### config.mk
export PLATFORM = sky130hd
export DESIGN_NAME = alu_cmd_seq_flat
export DESIGN_NICKNAME = d
export VERILOG_FILES = /design/src/rtl/alu_cmd_seq_pkg.sv /design/src/rtl/alu_cmd_seq_if.sv /design/src/rtl/alu_cmd_seq_fifo.sv /design/src/rtl/alu_cmd_seq.sv /design/src/flat_wrapper.sv
export SDC_FILE = /design/constraint.sdc
export NUM_CORES = 1
export LEC_CHECK = 0
export ABC_AREA = 0
export CAP_MARGIN = 20
export CORE_ASPECT_RATIO = 0.75
export CORE_MARGIN = 1
export CORE_UTILIZATION = 55
export CTS_CLUSTER_SIZE = 24
export DETAILED_ROUTE_END_ITERATION = 8
export PLACE_DENSITY = 0.81
export SYNTH_ARGS = -nofsm -noshare
export SYNTH_HDL_FRONTEND = slang
export SYNTH_SLANG_ARGS = --single-unit
export TNS_END_PERCENT = 100
### constraint.sdc
create_clock -name clk -period 4.1 [get_ports clk]
set_clock_uncertainty 0.05 [all_clocks]
set_input_delay 0.615 -clock clk [delete_from_list [all_inputs] [get_ports clk]]
set_output_delay 0.615 -clock clk [all_outputs]
set_load 0.05 [all_outputs]
### src/rtl/alu_cmd_seq_pkg.sv
// alu_pkg: shared types for the ALU command sequencer.
//   - ALU opcode constants
//   - sequencer FSM state enum
//   - packed command struct carried through the FIFO
package alu_pkg;
  localparam logic [2:0] ALU_OP_ADD = 3'b000;
  localparam logic [2:0] ALU_OP_SUB = 3'b001;
  localparam logic [2:0] ALU_OP_AND = 3'b010;
  localparam logic [2:0] ALU_OP_OR  = 3'b011;
  localparam logic [2:0] ALU_OP_NOT = 3'b100;
  localparam logic [2:0] ALU_OP_DIV = 3'b101;

  typedef enum logic [1:0] {
    IDLE   = 2'd0,
    EXEC   = 2'd1,
    RESULT = 2'd2
  } alu_seq_state_t;

  typedef struct packed {
    logic [7:0] a;
    logic [7:0] b;
    logic [2:0] op;
  } alu_cmd_t;
endpackage

### src/rtl/alu_cmd_seq_if.sv
// alu_cmd_seq_if: bundle of the sequencer's command, ALU and result signals.
//   cmd_*    : command valid/ready handshake and payload
//   alu_*    : registered operands/select towards the ALU, alu_out back
//   res_*    : result valid/ready handshake and captured result
//   count    : FIFO occupancy, busy: sequencer activity
//   res_err  : error flag, present only with ALU_SEQ_ERR_FLAG_EN
// slave modport = the sequencer, master modport = its surroundings.
interface alu_cmd_seq_if #(parameter int DEPTH = 4) ();
  localparam int CW = $clog2(DEPTH) + 1;

  logic          cmd_valid;
  logic          cmd_ready;
  logic [7:0]    cmd_a;
  logic [7:0]    cmd_b;
  logic [2:0]    cmd_op;
  logic [7:0]    alu_a;
  logic [7:0]    alu_b;
  logic [2:0]    alu_sel;
  logic [7:0]    alu_out;
  logic          res_valid;
  logic          res_ready;
  logic [7:0]    res_data;
  logic [2:0]    res_op;
  logic [CW-1:0] count;
  logic          busy;
`ifdef ALU_SEQ_ERR_FLAG_EN
  logic          res_err;

  modport slave (
    input  cmd_valid, cmd_a, cmd_b, cmd_op, alu_out, res_ready,
    output cmd_ready, alu_a, alu_b, alu_sel, res_valid, res_data, res_op,
           count, busy, res_err
  );
  modport master (
    output cmd_valid, cmd_a, cmd_b, cmd_op, alu_out, res_ready,
    input  cmd_ready, alu_a, alu_b, alu_sel, res_valid, res_data, res_op,
           count, busy, res_err
  );
`else
  modport slave (
    input  cmd_valid, cmd_a, cmd_b, cmd_op, alu_out, res_ready,
    output cmd_ready, alu_a, alu_b, alu_sel, res_valid, res_data, res_op,
           count, busy
  );
  modport master (
    output cmd_valid, cmd_a, cmd_b, cmd_op, alu_out, res_ready,
    input  cmd_ready, alu_a, alu_b, alu_sel, res_valid, res_data, res_op,
           count, busy
  );
`endif
endinterface

### src/rtl/alu_cmd_seq_fifo.sv
// alu_cmd_fifo: synchronous command FIFO, no write-to-read bypass.
//   clk, rst_n        : clock, synchronous active-low reset (pointers/count)
//   i_push, i_data    : write request (ignored when full)
//   i_pop, o_data     : read request (ignored when empty), head entry
//   o_full, o_empty   : status, o_count: occupancy 0..DEPTH
// DEPTH must be a power of 2 so the pointers wrap naturally.
module alu_cmd_fifo
  import alu_pkg::*;
#(
  parameter int DEPTH = 4,
  localparam int AW = $clog2(DEPTH),
  localparam int CW = AW + 1
) (
  input  logic          clk,
  input  logic          rst_n,
  input  logic          i_push,
  input  alu_cmd_t      i_data,
  input  logic          i_pop,
  output alu_cmd_t      o_data,
  output logic          o_full,
  output logic          o_empty,
  output logic [CW-1:0] o_count
);
  alu_cmd_t      r_mem [DEPTH];
  logic [AW-1:0] r_wr_ptr, r_rd_ptr;
  logic [CW-1:0] r_count;
  logic          w_push, w_pop;

  assign o_full  = (r_count == CW'(DEPTH));
  assign o_empty = (r_count == '0);
  assign o_count = r_count;
  assign o_data  = r_mem[r_rd_ptr];
  // Push is gated by full alone: a same-cycle pop does not free a slot.
  assign w_push  = i_push && !o_full;
  assign w_pop   = i_pop && !o_empty;

  always_ff @(posedge clk) begin
    if (w_push) r_mem[r_wr_ptr] <= i_data;
  end

  always_ff @(posedge clk) begin
    if (!rst_n) begin
      r_wr_ptr <= '0;
      r_rd_ptr <= '0;
      r_count  <= '0;
    end else begin
      if (w_push) r_wr_ptr <= r_wr_ptr + AW'(1);
      if (w_pop)  r_rd_ptr <= r_rd_ptr + AW'(1);
      case ({w_push, w_pop})
        2'b10:   r_count <= r_count + CW'(1);
        2'b01:   r_count <= r_count - CW'(1);
        default: r_count <= r_count;
      endcase
    end
  end
endmodule

### src/rtl/alu_cmd_seq.sv
// alu_cmd_seq: command sequencer in front of an 8-bit combinational ALU.
//   clk, rst_n : clock, synchronous active-low reset
//   bus        : alu_cmd_seq_if.slave (command in, ALU drive, result out)
// Commands are buffered in alu_cmd_fifo, issued one at a time on registered
// alu_* outputs, and the ALU result is captured after a single EXEC cycle.
// Optional macro ALU_SEQ_ERR_FLAG_EN adds res_err (div-by-zero / op 110,111).
module alu_cmd_seq
  import alu_pkg::*;
#(
  parameter int DEPTH = 4,
  localparam int CW = $clog2(DEPTH) + 1
) (
  input logic         clk,
  input logic         rst_n,
  alu_cmd_seq_if.slave bus
);
  alu_cmd_t       w_in, w_head;
  logic           w_full, w_empty, w_push, w_pop;
  logic [CW-1:0]  w_count;
  alu_seq_state_t r_state;
  logic [7:0]     r_alu_a, r_alu_b, r_res_data;
  logic [2:0]     r_alu_sel, r_res_op;

  assign w_in   = '{a: bus.cmd_a, b: bus.cmd_b, op: bus.cmd_op};
  assign w_push = bus.cmd_valid && !w_full;
  // Pop from IDLE, or from RESULT in the same edge the result is taken.
  assign w_pop  = !w_empty &&
                  ((r_state == IDLE) || (r_state == RESULT && bus.res_ready));

  alu_cmd_fifo #(.DEPTH(DEPTH)) u_fifo (
    .clk     (clk),
    .rst_n   (rst_n),
    .i_push  (w_push),
    .i_data  (w_in),
    .i_pop   (w_pop),
    .o_data  (w_head),
    .o_full  (w_full),
    .o_empty (w_empty),
    .o_count (w_count)
  );

  always_ff @(posedge clk) begin
    if (!rst_n) begin
      r_state    <= IDLE;
      r_alu_a    <= '0;
      r_alu_b    <= '0;
      r_alu_sel  <= '0;
      r_res_data <= '0;
      r_res_op   <= '0;
    end else begin
      // ALU operands only move on a pop, so they are stable through EXEC.
      if (w_pop) begin
        r_alu_a   <= w_head.a;
        r_alu_b   <= w_head.b;
        r_alu_sel <= w_head.op;
      end
      case (r_state)
        IDLE:    if (w_pop) r_state <= EXEC;
        EXEC: begin
          r_res_data <= bus.alu_out;
          r_res_op   <= r_alu_sel;
          r_state    <= RESULT;
        end
        RESULT:  if (bus.res_ready) r_state <= w_empty ? IDLE : EXEC;
        default: r_state <= IDLE;
      endcase
    end
  end

`ifdef ALU_SEQ_ERR_FLAG_EN
  logic r_res_err;
  always_ff @(posedge clk) begin
    if (!rst_n) r_res_err <= 1'b0;
    else if (r_state == EXEC)
      r_res_err <= ((r_alu_sel == ALU_OP_DIV) && (r_alu_b == 8'd0)) ||
                   (r_alu_sel[2:1] == 2'b11);
  end
  assign bus.res_err = r_res_err;
`endif

  assign bus.cmd_ready = !w_full;
  assign bus.alu_a     = r_alu_a;
  assign bus.alu_b     = r_alu_b;
  assign bus.alu_sel   = r_alu_sel;
  assign bus.res_valid = (r_state == RESULT);
  assign bus.res_data  = r_res_data;
  assign bus.res_op    = r_res_op;
  assign bus.count     = w_count;
  assign bus.busy      = (r_state != IDLE) || (w_count != '0);
endmodule

### src/flat_wrapper.sv
// flat-port wrapper written by rule: the top's interface ports become plain ports
module alu_cmd_seq_flat import alu_pkg::*;
#(
  parameter int DEPTH = 4,
  localparam int CW = $clog2(DEPTH) + 1
)
  (clk, rst_n, bus_cmd_valid, bus_cmd_a, bus_cmd_b, bus_cmd_op, bus_alu_out, bus_res_ready, bus_cmd_ready, bus_alu_a, bus_alu_b, bus_alu_sel, bus_res_valid, bus_res_data, bus_res_op, bus_count, bus_busy);
  alu_cmd_seq_if #(.DEPTH(DEPTH)) bus_i ();
  input logic clk;
  input logic rst_n;
  input wire logic [$bits(bus_i.cmd_valid)-1:0] bus_cmd_valid;
  input wire logic [$bits(bus_i.cmd_a)-1:0] bus_cmd_a;
  input wire logic [$bits(bus_i.cmd_b)-1:0] bus_cmd_b;
  input wire logic [$bits(bus_i.cmd_op)-1:0] bus_cmd_op;
  input wire logic [$bits(bus_i.alu_out)-1:0] bus_alu_out;
  input wire logic [$bits(bus_i.res_ready)-1:0] bus_res_ready;
  output wire logic [$bits(bus_i.cmd_ready)-1:0] bus_cmd_ready;
  output wire logic [$bits(bus_i.alu_a)-1:0] bus_alu_a;
  output wire logic [$bits(bus_i.alu_b)-1:0] bus_alu_b;
  output wire logic [$bits(bus_i.alu_sel)-1:0] bus_alu_sel;
  output wire logic [$bits(bus_i.res_valid)-1:0] bus_res_valid;
  output wire logic [$bits(bus_i.res_data)-1:0] bus_res_data;
  output wire logic [$bits(bus_i.res_op)-1:0] bus_res_op;
  output wire logic [$bits(bus_i.count)-1:0] bus_count;
  output wire logic [$bits(bus_i.busy)-1:0] bus_busy;
  assign bus_i.cmd_valid = bus_cmd_valid;
  assign bus_i.cmd_a = bus_cmd_a;
  assign bus_i.cmd_b = bus_cmd_b;
  assign bus_i.cmd_op = bus_cmd_op;
  assign bus_i.alu_out = bus_alu_out;
  assign bus_i.res_ready = bus_res_ready;
  assign bus_cmd_ready = bus_i.cmd_ready;
  assign bus_alu_a = bus_i.alu_a;
  assign bus_alu_b = bus_i.alu_b;
  assign bus_alu_sel = bus_i.alu_sel;
  assign bus_res_valid = bus_i.res_valid;
  assign bus_res_data = bus_i.res_data;
  assign bus_res_op = bus_i.res_op;
  assign bus_count = bus_i.count;
  assign bus_busy = bus_i.busy;
  alu_cmd_seq #(.DEPTH(DEPTH)) u_core (.clk(clk), .rst_n(rst_n), .bus(bus_i));
endmodule
==> impl_metrics.csv <==
group,metric,value,unit
yosys,async_flop_share,0,
cells_and_area,n_antenna_cell,0,
grt,antenna_found_initial,0,
timing,slew_headroom,0.3000,
min_path,whs_endpoint,"u_core.bus.res_op[2]$_SDFFE_PN0N_",
timing,worst_pin_slew,1.050,ns
yosys,synth_edf_count,76,
cells_and_area,fin_area,5590,sq um
clock_network,htreeDepth,4,
min_path,min_from,"u_core.bus.res_op[2]$_SDFFE_PN0N_",
clock_network,clk_latency,0.51,ns
yosys,syn_nets,309,
setup_path,crit_arrival,2.19,ns
drt,wl,8231,um
setup_path,crit_path_max_fanout,10,
die,dieArea,8166,sq um
die,core_area,7432,sq um
yosys,synth.cell_area,4293,sq um
grt,grt_overflow,0,
placement,dpl_worst_slack,1.114,ns
yosys,yosysTopAreaCellShare,0.5316,
clock_network,cts_made_buffers,17,
power_and_ir_drop,intPower,2.763,mW
timing,slew_viol_final,0,
min_path,worstHoldPathType,"flip-flop to flip-flop",
drt,ant_nets,0,
drt,initialDrtViolationCount,146,
yosys,synth_warnings,0,
drt,vias_per_cell,5.510,
clock_network,cts_root_buf,"clkbuf_8",
clock_network,clkTransAtPathRegs,0.06,ns
timing,rsz0062_at_grt,"false",
clock_network,cts.sinks,115,
yosys,synthFlopType,"edfxtp_1",
setup_path,critPathCaptureType,"output port",
yosys,yosysMostFrequentCell,"edfxtp_1",
timing,finalHoldViolCount,0,
setup_path,startpoint_type,"flip-flop",
clock_network,cts_tree,"built",
placement,placedInstanceArea,5044,sq um
cells_and_area,fin_cells,459,
yosys,synth_cell_type_count,34,
flow_run,maxCapViolCount,0,
setup_path,required,3.43,ns
yosys,syn-mean-instance-area,15.78,sq um
timing,setup_viol,0,
timing,max_freq,350.8,MHz
power_and_ir_drop,p_comb_frac,0.321,
grt,grt_pass1_wl,13540,um
setup_path,crit_type,"flip-flop to output port",
yosys,ys_seq_area_frac,0.7135,
die,rows,27,
yosys,synth_area_leaders,"edfxtp_1 (53%), dfxtp_1 (18%), mux4_2 (9.4%)",
yosys,synth_commonest_cells,"edfxtp_1 (76), nand2_1 (44), dfxtp_1 (39)",
die,die_w,104.0,um
timing,setup_tns,0,ns
placement,placed_cells,427,
clock_network,post_cts_buffers,0,
die,initial_utilization,0.5776,
yosys,synth.largest_area_cell,"edfxtp_1",
die,die_h,78.51,um
run_status,run_status,"finished clean",
clock_network,cts_resized,0,
setup_path,rr_worst_depth,8,
timing,period_needed,2.851,ns
cells_and_area,fin_nets,382,
grt,grt_start_max_net_pins,23,
setup_path,rrSetupSlack,1.72,ns
setup_path,r2r-end,"u_core.u_fifo.o_count[2]$_SDFFE_PN0P_",
power_and_ir_drop,seqPwrFrac,0.370,
placement,dpl.hpwl,4974,um
power_and_ir_drop,p_clk_frac,0.309,
drt,wl_per_cell,17.93,um
cells_and_area,drive_gt1_frac,0.1592,
power_and_ir_drop,switchingPower,1.564,mW
timing,setup_ws,1.249,ns
yosys,ys_ff_latch,115,
timing,finalCritPeriodShare,0.6953,
cells_and_area,n_fill_cell,467,
drt,dr.pass1.iters,4,
power_and_ir_drop,p_leak,1.868,nW
power_and_ir_drop,netSwitchingFraction,0.3615,
yosys,postSynthCellCount,272,
cells_and_area,final_util,0.7522,
die,ios,67,
cells_and_area,synthToLayoutAreaGrowth,30.22,%
clock_network,hold_buffers,0,
clock_network,cts_buffer_depth,2,
setup_path,r2r-start,"u_core.u_fifo.o_count[2]$_SDFFE_PN0P_",
power_and_ir_drop,irDropWorstVdd,386.4,uV
placement,port_buffers,66,
grt,grt_pass1_vias,2552,
min_path,min_path_cells,2,
drt,vias,2529,
drt,drc,0,
grt,track_usage,0.2265,
power_and_ir_drop,powerDensity,773.9,nW/um^2
placement,gp_congestion,0.7435,
## power groups by stage
stage               Clock, mW  Combinational [mW]  Sequential (mW)
finish                   1.34                1.39             1.60
global route             1.40                1.47             1.63
CTS                      1.36                1.40             1.60
detailed placement          0                1.39             1.62
global placement            0                1.36             1.61
floorplan                   0               0.593             1.96
## sequential cells by signal (all words and copies together) (netlist names), 3 cells and up
name                   count
u_core.u_fifo.r_mem       76
u_core.bus.alu_b           8
u_core.bus.alu_sel         3
u_core.u_fifo.o_count      3
u_core.bus.alu_a           8
u_core.bus.res_op          3
u_core.bus.res_data        8
## final cells by class
cell class / count / area, sq um / share of cell area
Clock buffer: 17 / 414.1 / 0.07408
Timing Repair Buffer: 70 / 690.7 / 0.1235
Sequential cell: 115 / 3063 / 0.5479
Clock inverter: 15 / 132.6 / 0.02372
Inverter: 6 / 22.52 / 0.004029
Tap cell: 101 / 126.4 / 0.02261
Multi-Input combinational cell: 135 / 1141 / 0.2041
## how the worst max path moves through the flow
stage                                     startpoint                                    end  slack, ns
2_1_floorplan  u_core.u_fifo.o_count[0]$_SDFFE_PN0P_  u_core.u_fifo.o_count[2]$_SDFFE_PN0P_       1.41
5_1_grt        u_core.u_fifo.o_count[2]$_SDFFE_PN0P_                          bus_cmd_ready       1.15
4_1_cts        u_core.u_fifo.o_count[2]$_SDFFE_PN0P_                          bus_cmd_ready       1.24
3_3_place_gp                           bus_res_ready  u_core.u_fifo.o_count[2]$_SDFFE_PN0P_       1.20
6_report       u_core.u_fifo.o_count[2]$_SDFFE_PN0P_                          bus_cmd_ready       1.25
3_5_place_dp                           bus_res_ready  u_core.u_fifo.o_count[2]$_SDFFE_PN0P_       1.11
## routing by layer
layer  GRT usage  share of wire  vias up
met5           0              0        -
met3     0.07807          0.070       10
met1      0.2958           0.46     1239
met2      0.3513           0.46       99
li1            -              -     1181
met4     0.09143         0.0085        0
## per-stage QoR
step	power, mW	hold WS, ns
global placement	2.968	0.3912
CTS	4.356	0.4037
detailed placement	3.011	0.3992
finish	4.327	0.4026
global route	4.503	0.4278
floorplan	2.550	0.4952
## cell families (layout without fill, tap and decap cells)
family / after synthesis / after routing / share of synthesized area
DFF: 115 / 115 / 0.7135
and+or+nand+nor: 67 / 67 / 0.07112
AOI/OAI and AO/OA: 40 / 40 / 0.06587
buffers and inverters: 22 / 108 / 0.02332
muxes: 20 / 20 / 0.1029
adders and majority gates: 6 / 6 / 0.01924
xor gates and xnor gates: 2 / 2 / 0.004081
## cell usage in the layout (no fill, tap or decap), drive strengths merged, types with 2 or more instances in the layout
cell type	instances
a21o	2
a21oi	17
and3	4
buf	4
clkbuf	17
clkdlybuf4s50	66
clkinv	4
clkinvlp	5
dfxtp	39
edfxtp	76
ha	5
inv	11
mux4	19
nand2	44
nand2b	3
nand3	2
nor2	4
nor2b	3
nor3	2
o2bb2ai	19
xor2	2
## critical path: stages (launching register included)
cell and delay (ns):
dfxtp_1 0.41, or3b_1 0.51, clkdlybuf4s50_1 0.75
Note: power is estimated with default switching activity, not from simulation.
